## src/rtl/three_dee_array_reg.sv

```systemverilog
// One-cycle register stage for a set of multidimensional port arrays.
// Every output element is the same-indexed input element sampled at the last rising CLK edge.
module three_dee_array_reg #(
  parameter string PRSIM_NAME = "foo_1",
  parameter int    AW_I       = 2,
  parameter int    AW_J       = 3,
  parameter int    AW_K       = 8,
  parameter int    GW_K       = 2,
  parameter int    BUS_W      = 4
) (
  input  logic                                CLK,
  input  logic                                RST,
  input  logic [AW_I-1:0][AW_J-1:0][AW_K-1:0] A,
  output logic [AW_I-1:0][AW_J-1:0][AW_K-1:0] B,
  input  logic [BUS_W-1:0]                    C,
  output logic [BUS_W-1:0]                    D,
  input  logic                                E [BUS_W],
  output logic                                F [BUS_W],
  input  logic [AW_I-1:0][AW_J-1:0][GW_K-1:0] G,
  output logic [AW_I-1:0][AW_J-1:0][GW_K-1:0] H
);

  // The instance tag only selects an empty named scope for simulator binding.
  if (PRSIM_NAME != "") begin : g_tagged
  end else begin : g_untagged
  end

  // One register per (i, j) slice keeps each element's path independent.
  for (genvar gi = 0; gi < AW_I; gi++) begin : g_i
    for (genvar gj = 0; gj < AW_J; gj++) begin : g_j
      logic [AW_K-1:0] b_reg;
      logic [GW_K-1:0] h_reg;

      always_ff @(posedge CLK) begin
        if (RST) begin
          b_reg <= '0;
          h_reg <= '0;
        end else begin
          b_reg <= A[gi][gj];
          h_reg <= G[gi][gj];
        end
      end

      assign B[gi][gj] = b_reg;
      assign H[gi][gj] = h_reg;
    end
  end

  for (genvar gi = 0; gi < BUS_W; gi++) begin : g_n
    logic d_reg;
    logic f_reg;

    always_ff @(posedge CLK) begin
      if (RST) begin
        d_reg <= 1'b0;
        f_reg <= 1'b0;
      end else begin
        d_reg <= C[gi];
        f_reg <= E[gi];
      end
    end

    assign D[gi] = d_reg;
    assign F[gi] = f_reg;
  end

endmodule

```

## config.mk

```make
export PLATFORM = sky130hd
export DESIGN_NAME = three_dee_array_reg
export DESIGN_NICKNAME = d
export VERILOG_FILES = /design/src/rtl/three_dee_array_reg.sv
export SDC_FILE = /design/constraint.sdc
export NUM_CORES = 1
export LEC_CHECK = 0
export ABC_AREA = 1
export CORE_UTILIZATION = 34
export DETAILED_ROUTE_END_ITERATION = 8
export GPL_ROUTABILITY_DRIVEN = 1
export PLACE_DENSITY = 0.89
export SKIP_LAST_GASP = 1
export SLEW_MARGIN = 20
export SYNTH_ARGS = -nofsm -noshare
export SYNTH_HDL_FRONTEND = slang
export SYNTH_SLANG_ARGS = --single-unit
```

## constraint.sdc

```tcl
create_clock -name CLK -period 0.9 [get_ports CLK]
set_clock_uncertainty 0.15 [all_clocks]
set_input_delay 0.18 -clock CLK [delete_from_list [all_inputs] [get_ports CLK]]
set_output_delay 0.18 -clock CLK [all_outputs]
set_load 0.02 [all_outputs]
```

* Word level (Yosys, flattened, before mapping)
Index checks and enable logic that the tools add are counted.
W data, S select, Z words.
** Word-level totals
- Bits in registers :: 68
- Output and inout port bits :: 68

* Depth between registers and ports, before layout
- Depth after elaboration :: 0
- Depth in mapped cells :: 4
- Depth with buffers taken out :: 2

* Worst setup path before layout
No wires, ideal clock.
- Path type :: in2reg
- Start :: input port RST
- End :: register g_i[0].g_j[0].b_reg[0]
- Library setup time :: 112 ps
- Data arrival time :: 582 ps
- Path slack :: 56 ps
- Cell stages on the path :: 4
- Path through :: clkbuf_2 buf_6 buf_6 nor2_1
** RTL lines
- start: declaration :: line 12 : input logic RST,
- end signal: assignment :: line 39 : b_reg <= A[gi][gj];
- end: declaration :: line 31 : logic [AW_K-1:0] b_reg;
No word-level cell between the ends.

* Worst setup path after layout
- Start :: register g_i[0].g_j[2].b_reg[5]
- End :: output port B[21] (netlist name)
** RTL lines
- start: declaration :: line 31
- start signal: assignment :: line 39
- end: declaration :: line 14 : output logic [AW_I-1:0][AW_J-1:0][AW_K-1:0] B,
No word-level cell between the ends.

==> flow_summary.toml <==
[route]
drt_pass1_iterations = 3
ant_nets = 0
vias = 1650
drtIter0Drc = 36
drc = 0
routed_wl_um = 4840
avgRoutedWirePerCell_um = 11.2
routed_via_density = 3.84

[worst_setup_path]
max_stage_delay_ns = 0.33
critPathKind = "reg -> out"
critPathSlowestCell = "dfxtp_2"
cp-end-kind = "primary output"
critPathTopFamily = "flip-flops"
critical_path_arrival_ns = 0.77
crit_chain = "buf_6"
critPathLaunchType = "flop"
cp.required_ns = 0.57
cp.depth = 1
path_buf_inv = 1
cp_max_fo = 1

[synthesis]
synth-seq-cells = 68
synthXorXnorAreaFrac = 0
avgSynthCellArea_um2 = 9.05
synthMuxAreaShare = 0
synth_compound_area_frac = 0
synth_fa_ha_area_frac = 0
syn_nets = 290
synthesis.instances = 220
yosysSeqAreaShare = 0.684
synth_cell_type_count = 7
syn_area_um2 = 1990
yosys_warnings = 0
synth_top_family_by_area = "buffers and inverters"
yosys.area_share.simple = 0.128

[die]
rows = 27
die_w_um = 78.5
top_level_ports = 138
coreArea_um2 = 5570
start_util = 0.357
die_h_um = 78.5
die_area_um2 = 6160

[placed_design]
pre_cts_ws_ns = -0.362
io_buffers = 137
dp_hpwl_um = 3540
dp.cells = 415
gp_congestion = 0.690

[grt]
grt_pass1_wl_um = 7580
grt_util_all_layers = 0.165
grt_max_degree = 38
antenna_found_initial = 0
grt_overflow = 0
grt_pass1_vias = 1715

[hold_path]
holdCritStartpoint = "RST"
hold_path.class = "in -> reg"
min_path_cells = 3
min_to = "g_i[0].g_j[2].b_reg[1]$_SDFF_PP0_"

[clocking]
cts.sinks = 68
cts-buffers-inserted = 9
clk_pin_slew_ns = 0.07
hold_buffers = 0
cts_tree = "yes"
cts-root-buf = "clkbuf_8"
cts.path.max_buffers = 2
htreeDepth = 3

[timing]
finalCriticalPeriod_ns = 1.10
fin_tns_setup_ns = -12.89
tightest_slew_ns = 0.161
setup_viol = 68
fin_crit_sh = 1.23
drv_slew = 0
fmax_mhz = 906
hold_viol = 0
slew_headroom = 0.893
layout_setup_ws_ns = -0.204
rsz0062_at_grt = "yes"

[cells_and_area]
drive_above_1_share = 0.425
diodes = 0
area_growth_pct = 87.9
nets = 424
mostFrequentLayoutCells = "68 x inv_1, 68 x nor2_1, 68 x dfxtp_2, 68 x clkdlybuf4s50_1, 68 x buf_6"
largest_register_ffs = 48
fin_cells = 430
multi_input_area_um2 = 255
seqCellArea_um2 = 1450
fill_cells = 451

[status]
run_status = "complete, but fails checks"
violations = "negative setup slack"

[pwr]
ir_drop_mv = 1.06
p_leak_nw = 1.89
powerDensity_nw_per_um2 = 1840

[flow_run]
timing.max_cap.violations = 0
## where the power goes
| part | internal [mW] | switching [mW] |
|---|---|---|
| combinational | 0.621 | 0.431 |
| clock | 1.50 | 1.04 |
| sequential | 3.20 | 0.0733 |
| total | 5.32 | 1.55 |
## cells in the mapped netlist, drive strengths merged
cell type,number,area [µm²]
buf,15,114
dfxtp,68,1360
clkbuf,1,5.00
inv,68,255
nor2,68,255
## stage by stage
| stage | utilization | hold WS [ns] | total power, mW | instance area, µm² |
|---|---|---|---|---|
| floorplan | - | 0.137 | 3.68 | 1990 |
| global placement | 0.604 | 0.466 | 4.28 | 3370 |
| detailed placement | 0.604 | 0.475 | 4.31 | 3370 |
| CTS | 0.671 | 0.113 | 6.94 | 3740 |
| global route | 0.671 | 0.129 | 7.15 | 3740 |
| finish | 0.671 | 0.138 | 6.87 | 3740 |
## logic make-up (layout without fill, tap and decap cells)
kind of cell	Yosys count	count (layout)
DFF	68	68
and+or+nand+nor	68	68
buffers and inverters	84	222
## tightest hold or removal path, cell delays in order
cell and delay, ns:
buf_2 0.15, buf_12 0.19, nor2_1 0.06
## worst max path at each step
stage,endpoint,from,slack [ns]
floorplan,g_i[0].g_j[0].b_reg[0]$_SDFF_PP0_,RST,0.06
global placement,H[3],g_i[0].g_j[1].h_reg[1]$_SDFF_PP0_,-0.35
detailed placement,B[47],g_i[1].g_j[2].b_reg[7]$_SDFF_PP0_,-0.36
CTS,B[47],g_i[1].g_j[2].b_reg[7]$_SDFF_PP0_,-0.23
global route,B[21],g_i[0].g_j[2].b_reg[5]$_SDFF_PP0_,-0.23
finish,B[21],g_i[0].g_j[2].b_reg[5]$_SDFF_PP0_,-0.20
## routing by layer
layer  part of all wire  track usage  vias to the layer above
met2               0.53        0.300                       93
met1               0.36        0.153                      706
met5                  0            0                        -
met3               0.10       0.0674                        4
met4             0.0050       0.0963                        0
li1                   -            -                      847
## area by class of cell
| cell class | instances | share of cell area |
|---|---|---|
| clock inverters | 1 | 0.00803 |
| flip-flops and latches | 68 | 0.387 |
| inverters | 68 | 0.0682 |
| repair buffers | 139 | 0.399 |
| well taps | 72 | 0.0241 |
| clock buffers | 14 | 0.0462 |
| multi-input cells | 68 | 0.0682 |
## what timing repair did
item | CTS | global route
gates resized for setup | 475 | 1
endpoints found under the setup margin | 68 | 68
setup buffers | 0 | 0
No activity file was read; power rests on OpenSTA's default activity.
